$ cat config.mk
export PLATFORM = sky130hd
export DESIGN_NAME = dof_stage
export DESIGN_NICKNAME = d
export VERILOG_FILES = /design/src/rtl/risc_pkg.sv /design/src/rtl/dof_decode.sv /design/src/rtl/dof_stage.sv
export SDC_FILE = /design/constraint.sdc
export NUM_CORES = 1
export LEC_CHECK = 0
export BUFFER_PORTS_ARGS = -buffer_cell sky130_fd_sc_hd__buf_4
export CAP_MARGIN = 15
export CORE_AREA = 2 2 128 130
export CTS_BUF_LIST = sky130_fd_sc_hd__clkbuf_16
export DETAILED_ROUTE_END_ITERATION = 7
export DIE_AREA = 0 0 130 132
export PLACE_DENSITY = 0.75
export SETUP_SLACK_MARGIN = 0.5
export SYNTH_ARGS = -nofsm -noshare
export SYNTH_HDL_FRONTEND = slang
export SYNTH_HIERARCHICAL = 1
export SYNTH_SLANG_ARGS = --single-unit
$ cat constraint.sdc
create_clock -name clk -period 2.8 [get_ports clk]
set_input_delay 0.28 -clock clk [delete_from_list [all_inputs] [get_ports clk]]
set_output_delay 0.28 -clock clk [all_outputs]
set_load 0.03 [all_outputs]
$ cat src/rtl/risc_pkg.sv
// Shared RISC definitions: opcodes, control field encodings and the opcode decode table.
package risc_pkg;

    localparam int OPW = 7;
    localparam int FSW = 5;
    localparam int MDW = 2;
    localparam int BSW = 2;
    localparam int SHW = 5;

    typedef enum logic [OPW-1:0] {
        OP_NOP = 7'h00,
        OP_ADD = 7'h02,
        OP_SUB = 7'h05,
        OP_AND = 7'h08,
        OP_OR  = 7'h09,
        OP_XOR = 7'h0A,
        OP_NOT = 7'h0B,
        OP_LSL = 7'h0C,
        OP_LSR = 7'h0D,
        OP_LD  = 7'h10,
        OP_ST  = 7'h20,
        OP_ADI = 7'h22,
        OP_SBI = 7'h25,
        OP_ANI = 7'h28,
        OP_ORI = 7'h29,
        OP_MOV = 7'h40,
        OP_BNZ = 7'h48,
        OP_BZ  = 7'h60,
        OP_JMP = 7'h61,
        OP_SLT = 7'h65,
        OP_JMR = 7'h70
    } opcode_e;

    // MD selects the write-back source; MD_MEM marks a load
    localparam logic [MDW-1:0] MD_FUNC = 2'b00;
    localparam logic [MDW-1:0] MD_MEM  = 2'b01;
    localparam logic [MDW-1:0] MD_SLT  = 2'b10;

    localparam logic [BSW-1:0] BS_NONE = 2'b00;
    localparam logic [BSW-1:0] BS_COND = 2'b01;
    localparam logic [BSW-1:0] BS_JREG = 2'b10;
    localparam logic [BSW-1:0] BS_JMP  = 2'b11;

    localparam logic [FSW-1:0] FS_PASS = 5'b00000;
    localparam logic [FSW-1:0] FS_ADD  = 5'b00010;
    localparam logic [FSW-1:0] FS_SUB  = 5'b00101;
    localparam logic [FSW-1:0] FS_AND  = 5'b01000;
    localparam logic [FSW-1:0] FS_OR   = 5'b01001;
    localparam logic [FSW-1:0] FS_XOR  = 5'b01010;
    localparam logic [FSW-1:0] FS_NOT  = 5'b01011;
    localparam logic [FSW-1:0] FS_LSR  = 5'b10100;
    localparam logic [FSW-1:0] FS_LSL  = 5'b11000;

    typedef struct packed {
        logic           rw;
        logic [MDW-1:0] md;
        logic [BSW-1:0] bs;
        logic           ps;
        logic           mw;
        logic [FSW-1:0] fs;
        logic           ma;
        logic           mb;
        logic           cs;
    } ctrl_t;

    // Unknown opcodes decode as NOP so they can never write state
    function automatic ctrl_t decode_op(input logic [OPW-1:0] op);
        ctrl_t c;
        c = '0;
        case (op)
            OP_ADD: begin c.rw = 1'b1; c.fs = FS_ADD; end
            OP_SUB: begin c.rw = 1'b1; c.fs = FS_SUB; end
            OP_AND: begin c.rw = 1'b1; c.fs = FS_AND; end
            OP_OR:  begin c.rw = 1'b1; c.fs = FS_OR;  end
            OP_XOR: begin c.rw = 1'b1; c.fs = FS_XOR; end
            OP_NOT: begin c.rw = 1'b1; c.fs = FS_NOT; end
            OP_LSL: begin c.rw = 1'b1; c.fs = FS_LSL; end
            OP_LSR: begin c.rw = 1'b1; c.fs = FS_LSR; end
            OP_MOV: begin c.rw = 1'b1; c.fs = FS_PASS; end
            OP_SLT: begin c.rw = 1'b1; c.md = MD_SLT; c.fs = FS_SUB; end
            OP_LD:  begin c.rw = 1'b1; c.md = MD_MEM; c.fs = FS_PASS; end
            OP_ST:  begin c.mw = 1'b1; c.fs = FS_PASS; end
            OP_ADI: begin c.rw = 1'b1; c.fs = FS_ADD; c.mb = 1'b1; c.cs = 1'b1; end
            OP_SBI: begin c.rw = 1'b1; c.fs = FS_SUB; c.mb = 1'b1; c.cs = 1'b1; end
            OP_ANI: begin c.rw = 1'b1; c.fs = FS_AND; c.mb = 1'b1; end
            OP_ORI: begin c.rw = 1'b1; c.fs = FS_OR;  c.mb = 1'b1; end
            OP_BZ:  begin c.bs = BS_COND; c.fs = FS_PASS; c.mb = 1'b1; c.cs = 1'b1; end
            OP_BNZ: begin c.bs = BS_COND; c.ps = 1'b1; c.fs = FS_PASS; c.mb = 1'b1; c.cs = 1'b1; end
            OP_JMR: begin c.bs = BS_JREG; c.fs = FS_PASS; end
            OP_JMP: begin c.bs = BS_JMP; c.fs = FS_ADD; c.ma = 1'b1; c.mb = 1'b1; c.cs = 1'b1; end
            default: c = '0;
        endcase
        return c;
    endfunction

endpackage

$ cat src/rtl/dof_decode.sv
// Instruction decoder: combinational IR -> register addresses, shift, immediate, controls.
// Zero latency; no state, no flow control.
module dof_decode
    import risc_pkg::*;
#(
    parameter int RAW = 5,
    parameter int IMW = 15
) (
    input  logic [31:0]    ir,
    output logic [RAW-1:0] da,
    output logic [RAW-1:0] aa,
    output logic [RAW-1:0] ba,
    output logic [SHW-1:0] sh,
    output logic [IMW-1:0] im,
    output ctrl_t          ctrl
);

    always_comb begin
        da   = ir[24 -: RAW];
        aa   = ir[19 -: RAW];
        ba   = ir[14 -: RAW];
        sh   = ir[SHW-1:0];
        im   = ir[IMW-1:0];
        ctrl = decode_op(ir[31:25]);
    end

endmodule

$ cat src/rtl/dof_stage.sv
// Decode/operand-fetch stage: one-entry stage register, EX/WB forwarding, load-use stall.
// Latency 1 cycle from fetch handshake to out_valid; holds on out_ready=0 or load-use hazard.
module dof_stage
    import risc_pkg::*;
#(
    parameter int DW   = 32,
    parameter int RAW  = 5,
    parameter int IMW  = 15,
    parameter int CNTW = 16
) (
    input  logic            clk,
    input  logic            rst_n,
    input  logic            in_valid,
    output logic            in_ready,
    input  logic [DW-1:0]   PC_M1,
    input  logic [31:0]     IR,
    input  logic            flush,
    output logic [RAW-1:0]  AA,
    output logic [RAW-1:0]  BA,
    input  logic [DW-1:0]   A_DATA,
    input  logic [DW-1:0]   B_DATA,
    input  logic            ex_valid,
    input  logic            ex_rw,
    input  logic            ex_load,
    input  logic [RAW-1:0]  ex_da,
    input  logic [DW-1:0]   ex_data,
    input  logic            wb_valid,
    input  logic            wb_rw,
    input  logic [RAW-1:0]  wb_da,
    input  logic [DW-1:0]   wb_data,
    output logic            out_valid,
    input  logic            out_ready,
    output logic [DW-1:0]   BUS_A,
    output logic [DW-1:0]   BUS_B,
    output logic            RW,
    output logic [RAW-1:0]  DA,
    output logic [MDW-1:0]  MD,
    output logic [BSW-1:0]  BS,
    output logic            PS,
    output logic            MW,
    output logic [FSW-1:0]  FS,
    output logic [SHW-1:0]  SH,
    output logic [CNTW-1:0] stall_cnt
);

    logic            valid_q, valid_d;
    logic [DW-1:0]   pc_q, pc_d;
    logic [31:0]     ir_q, ir_d;
    logic [CNTW-1:0] stall_cnt_q, stall_cnt_d;

    logic [IMW-1:0]  im;
    ctrl_t           ctrl;
    logic            hazard;
    logic            load;
    logic [DW-1:0]   fwd_a, fwd_b, konst;

    dof_decode #(.RAW(RAW), .IMW(IMW)) u_decode (
        .ir   (ir_q),
        .da   (DA),
        .aa   (AA),
        .ba   (BA),
        .sh   (SH),
        .im   (im),
        .ctrl (ctrl)
    );

    // A load in EX has no data yet, so it is never a forwarding source
    function automatic logic [DW-1:0] fwd(input logic [RAW-1:0] addr, input logic [DW-1:0] rf);
        if (addr == '0)
            return '0;
        else if (ex_valid && ex_rw && !ex_load && ex_da == addr)
            return ex_data;
        else if (wb_valid && wb_rw && wb_da == addr)
            return wb_data;
        else
            return rf;
    endfunction

    always_comb begin
        fwd_a  = fwd(AA, A_DATA);
        fwd_b  = fwd(BA, B_DATA);
        konst  = {{(DW-IMW){im[IMW-1] & ctrl.cs}}, im};
        hazard = valid_q && ex_valid && ex_rw && ex_load && (ex_da != '0) &&
                 ((!ctrl.ma && ex_da == AA) || (!ctrl.mb && ex_da == BA));

        out_valid = valid_q && !hazard && !flush;
        in_ready  = !flush && (!valid_q || (out_ready && !hazard));
        load      = in_valid && in_ready;

        BUS_A = ctrl.ma ? pc_q  : fwd_a;
        BUS_B = ctrl.mb ? konst : fwd_b;
        RW    = ctrl.rw && out_valid;
        MW    = ctrl.mw && out_valid;
        BS    = out_valid ? ctrl.bs : BS_NONE;
        MD    = ctrl.md;
        PS    = ctrl.ps;
        FS    = ctrl.fs;
        stall_cnt = stall_cnt_q;
    end

    always_comb begin
        valid_d     = valid_q;
        pc_d        = pc_q;
        ir_d        = ir_q;
        stall_cnt_d = stall_cnt_q;
        if (flush)
            valid_d = 1'b0;
        else if (load)
            valid_d = 1'b1;
        else if (out_valid && out_ready)
            valid_d = 1'b0;
        if (load) begin
            pc_d = PC_M1;
            ir_d = IR;
        end
        if (hazard && stall_cnt_q != '1)
            stall_cnt_d = stall_cnt_q + CNTW'(1);
    end

    always_ff @(posedge clk or negedge rst_n) begin
        if (!rst_n) begin
            valid_q     <= 1'b0;
            pc_q        <= '0;
            ir_q        <= '0;
            stall_cnt_q <= '0;
        end else begin
            valid_q     <= valid_d;
            pc_q        <= pc_d;
            ir_q        <= ir_d;
            stall_cnt_q <= stall_cnt_d;
        end
    end

endmodule

==> run summary <==
Slew headroom - 53.01%
RSZ-0062 raised after global routing - yes
Startpoint Class - register
Post-Synth Simple-Gate Area - 17.99%
Slowest-stage cell, CP - or3b_4
count leader, synth - dfrtp_1
Clock Sinks - 81
skew final - 0.009923 ns
final worst slack - 0.01763 ns
vias per cell - 6.248
Inserted Clock Buffers - 9
Final ANT Viol Nets - 0
Post-synth EDFFs - 0
Pwr Density - 508.6 nW/µm²
met3 Track Usage GR - 9.943%
Worst Hold Class - input pin to register
Initial Util - 39.53%
Design Area, Final - 12050 µm²
Hold WS - 0.1536 ns
GR Util met2 - 56.37%
Final Setup Violations - 0
WL final - 32.10 mm
CP endpoint kind - primary output
synthesized-area fraction occupied by adder cells - 0.2015%
level count of the clock H-tree - 3
Tcrit/Tclk final - 99.37%
Critical Path Source - ir_q[11]
Worst Path Max Fanout - 8
antenna cells - 0
cells along the critical path - xor2_1 -> nor3_2 -> buf_4 -> or3b_4 -> a221oi_2 -> o21ai_2 -> buf_6
first-pass GRT wire length - 44.83 mm
Nets - 1217
Compound-Gate Fraction of Synth Area - 23.41%
share of cells above drive strength 1 - 69.77%
IO buf count - 325
Slew @ Worst Pin - 0.7023 ns
min-delay src - IR[9]
GP Congestion - 0.9154
synthesized instance count - 657
met1 Usage GRT - 41.03%
Synth area leaders - dfrtp_1 (33%), mux2_1 (7.8%), o21ai_0 (5.4%), a221o_1 (5.2%), a32o_1 (5.2%)
DRT Pass-1 Iters - 5
die area - 17160 µm²
placed insts - 1139
MaxCap Viol Count - 0
cell accounting for the most synthesized area - dfrtp_1
placed cell areas - 9394 µm²
Worst R2R Start - ir_q[26]
maximum operating frequency - 359.4 MHz
Pleak - 5.688 nW
Worst EP required - 2.52 ns
status - complete, no violations
VDD IR-drop max - 362.1 µV
largest net degree at the start of global routing - 82
Core Area - 15710 µm²
CTS tree - done
Yosys top cell area share - 32.63%
Cell Area, Synth - 6211 µm²
max-slew violations - 0
Buf/Inv on CP - 2
Vias - 7654
# DRC - 0
Detail Placement HPWL - 19.00 mm
GRT Overall Usage - 34.41%
dpl ws - 0.2487 ns
Setup CP Type - register to primary output
largest family of logic cells by synthesized area - compound AO/OA/AOI/OAI gates
synth unique cells - 54
Cell Rows - 46
sequential share of the synthesized area - 32.63%
DIE WIDTH - 130 µm
minimum clock period - 2.782 ns
syn nets - 870
Fin. Hold Viols - 0
CTS clk-pin slew, worst paths - 0.07 ns
Detailed Route Iter0 Violations - 779
Yosys warnings - 6
crit-path leading delay family - simple AND/OR/NAND/NOR gates
grt peak-use layer - met2
post-synthesis register bit count - 81
top cells by count, synth - dfrtp_1 (81), o21ai_0 (67), clkbuf_1 (48)
WP data arrival - 2.50 ns
multiplexer share of the synthesized area - 11.78%
root buf cell - clkbuf_16
routed length per instance - 26.21 µm
Fill cells - 1019
Synth Flop Type - dfrtp_1
io pins - 326
CTS Buffer Depth - 2
initial antenna violation count - 0
slowest stage delay, CP - 0.53 ns
total gr overflow - 0
Clk Latency, worst-skew pair - 0.35 ns
Post-synth ARST share - 100.0%
Mapped Avg Cell Area - 9.454 µm²
Die Height - 132 µm
Synth Area in XOR/XNOR - 4.936%
number of global-route vias before repair - 7767
Non-Filler Instances - 1225
Layout area overhead - 93.98%
Core Util, Final - 76.68%
[worst paths after layout]
kind                       cells past startpoint  slack, ns            end
min                                            2       0.15        ir_q[9]
min in group asynchronous                      2       0.41        ir_q[7]
max                                            7       0.02      BUS_B[11]
max in group asynchronous                      3       1.73       ir_q[14]
min reg2reg                                    1       0.51  stall_cnt[15]
max reg2reg                                   13       0.07       ir_q[13]
[layout make-up]
cell class / count / area, µm² / share of cell area [%]
multi-input combinational: 480 / 5220 / 43.33
timing repair buffer: 429 / 4239 / 35.19
sequential: 81 / 2034 / 16.89
tap: 216 / 270.3 / 2.243
clock buffer: 9 / 225.2 / 1.869
clock inverter: 7 / 47.55 / 0.3946
inverter: 3 / 11.26 / 0.09347
[power breakdown]
group | switching, mW | internal, mW | total (mW)
Sequential | 0.217 | 1.37 | 1.59
Clock | 0.528 | 0.599 | 1.13
Combinational | 1.67 | 1.74 | 3.41
Total | 2.42 | 3.71 | 6.13
[through the flow]
| step | setup TNS (ns) | power (mW) |
|---|---|---|
| 6_report | 0 | 6.127 |
| 2_1_floorplan | 0 | 3.224 |
| 3_3_place_gp | 0 | 4.054 |
| 4_1_cts | 0 | 5.771 |
| 5_1_grt | -0.6486 | 6.337 |
| 3_5_place_dp | 0 | 4.072 |
[cells in the final DEF, fill, tap and decap left out, types with 5 or more instances in the layout]
master     count
a221oi_4      21
o21ai_1       10
a221o_1       32
a32o_2        32
nand2_4        5
dfrtp_1       75
or3b_4         6
nand2_1       23
xor2_1        16
nor2b_1        5
a21oi_1        5
o21ai_2       33
and3_1        33
nor2_1         9
mux2_4        65
dfrtp_2        6
xnor2_2        8
nor4_4         5
buf_12        19
nand2b_1      32
buf_6         90
a221oi_2      11
clkbuf_16     14
nor3_1         9
nor3_4         5
buf_16        14
nand3_1        7
buf_4        295
nand4_1        7
o21ai_4       23
xnor2_1       11
[state kept, by name, indices dropped and copies added (netlist names)]
register,count
ir_q,32
stall_cnt,16
pc_q,32
valid_q,1
[worst register-to-register path, cell delays in order, from the launching register on]
cell	delay, ns
dfrtp_2	0.44
or3b_4	0.26
nand2_4	0.06
o2111ai_4	0.20
nand2b_4	0.09
buf_6	0.12
buf_6	0.10
o32a_1	0.33
o211ai_4	0.20
buf_6	0.14
buf_6	0.12
buf_6	0.11
buf_16	0.12
mux2_4	0.30
[repair_timing]
action | CTS | global route
endpoints found under the setup margin | 136 | 152
buffers inserted | 34 | 12
pin swaps | 54 | 36
hold buffers | 0 | 1
endpoints found under the hold margin | 0 | 29
gates resized for setup | 239 | 81
gates cloned | 17 | 5
[logic make-up after synthesis]
logic type | Yosys count
simple gates | 189
compound gates | 187
buf+inv | 99
flops | 81
mux | 65
xor+xnor | 35
fa+ha+maj | 1
[metal layers]
layer | wire length [µm] | vias up
li1 | - | 3203
met1 | 11770 | 3734
met2 | 15400 | 568
met3 | 3305 | 149
met4 | 1627 | 0
met5 | 0 | -
Note: power is estimated with default switching activity, not from simulation.
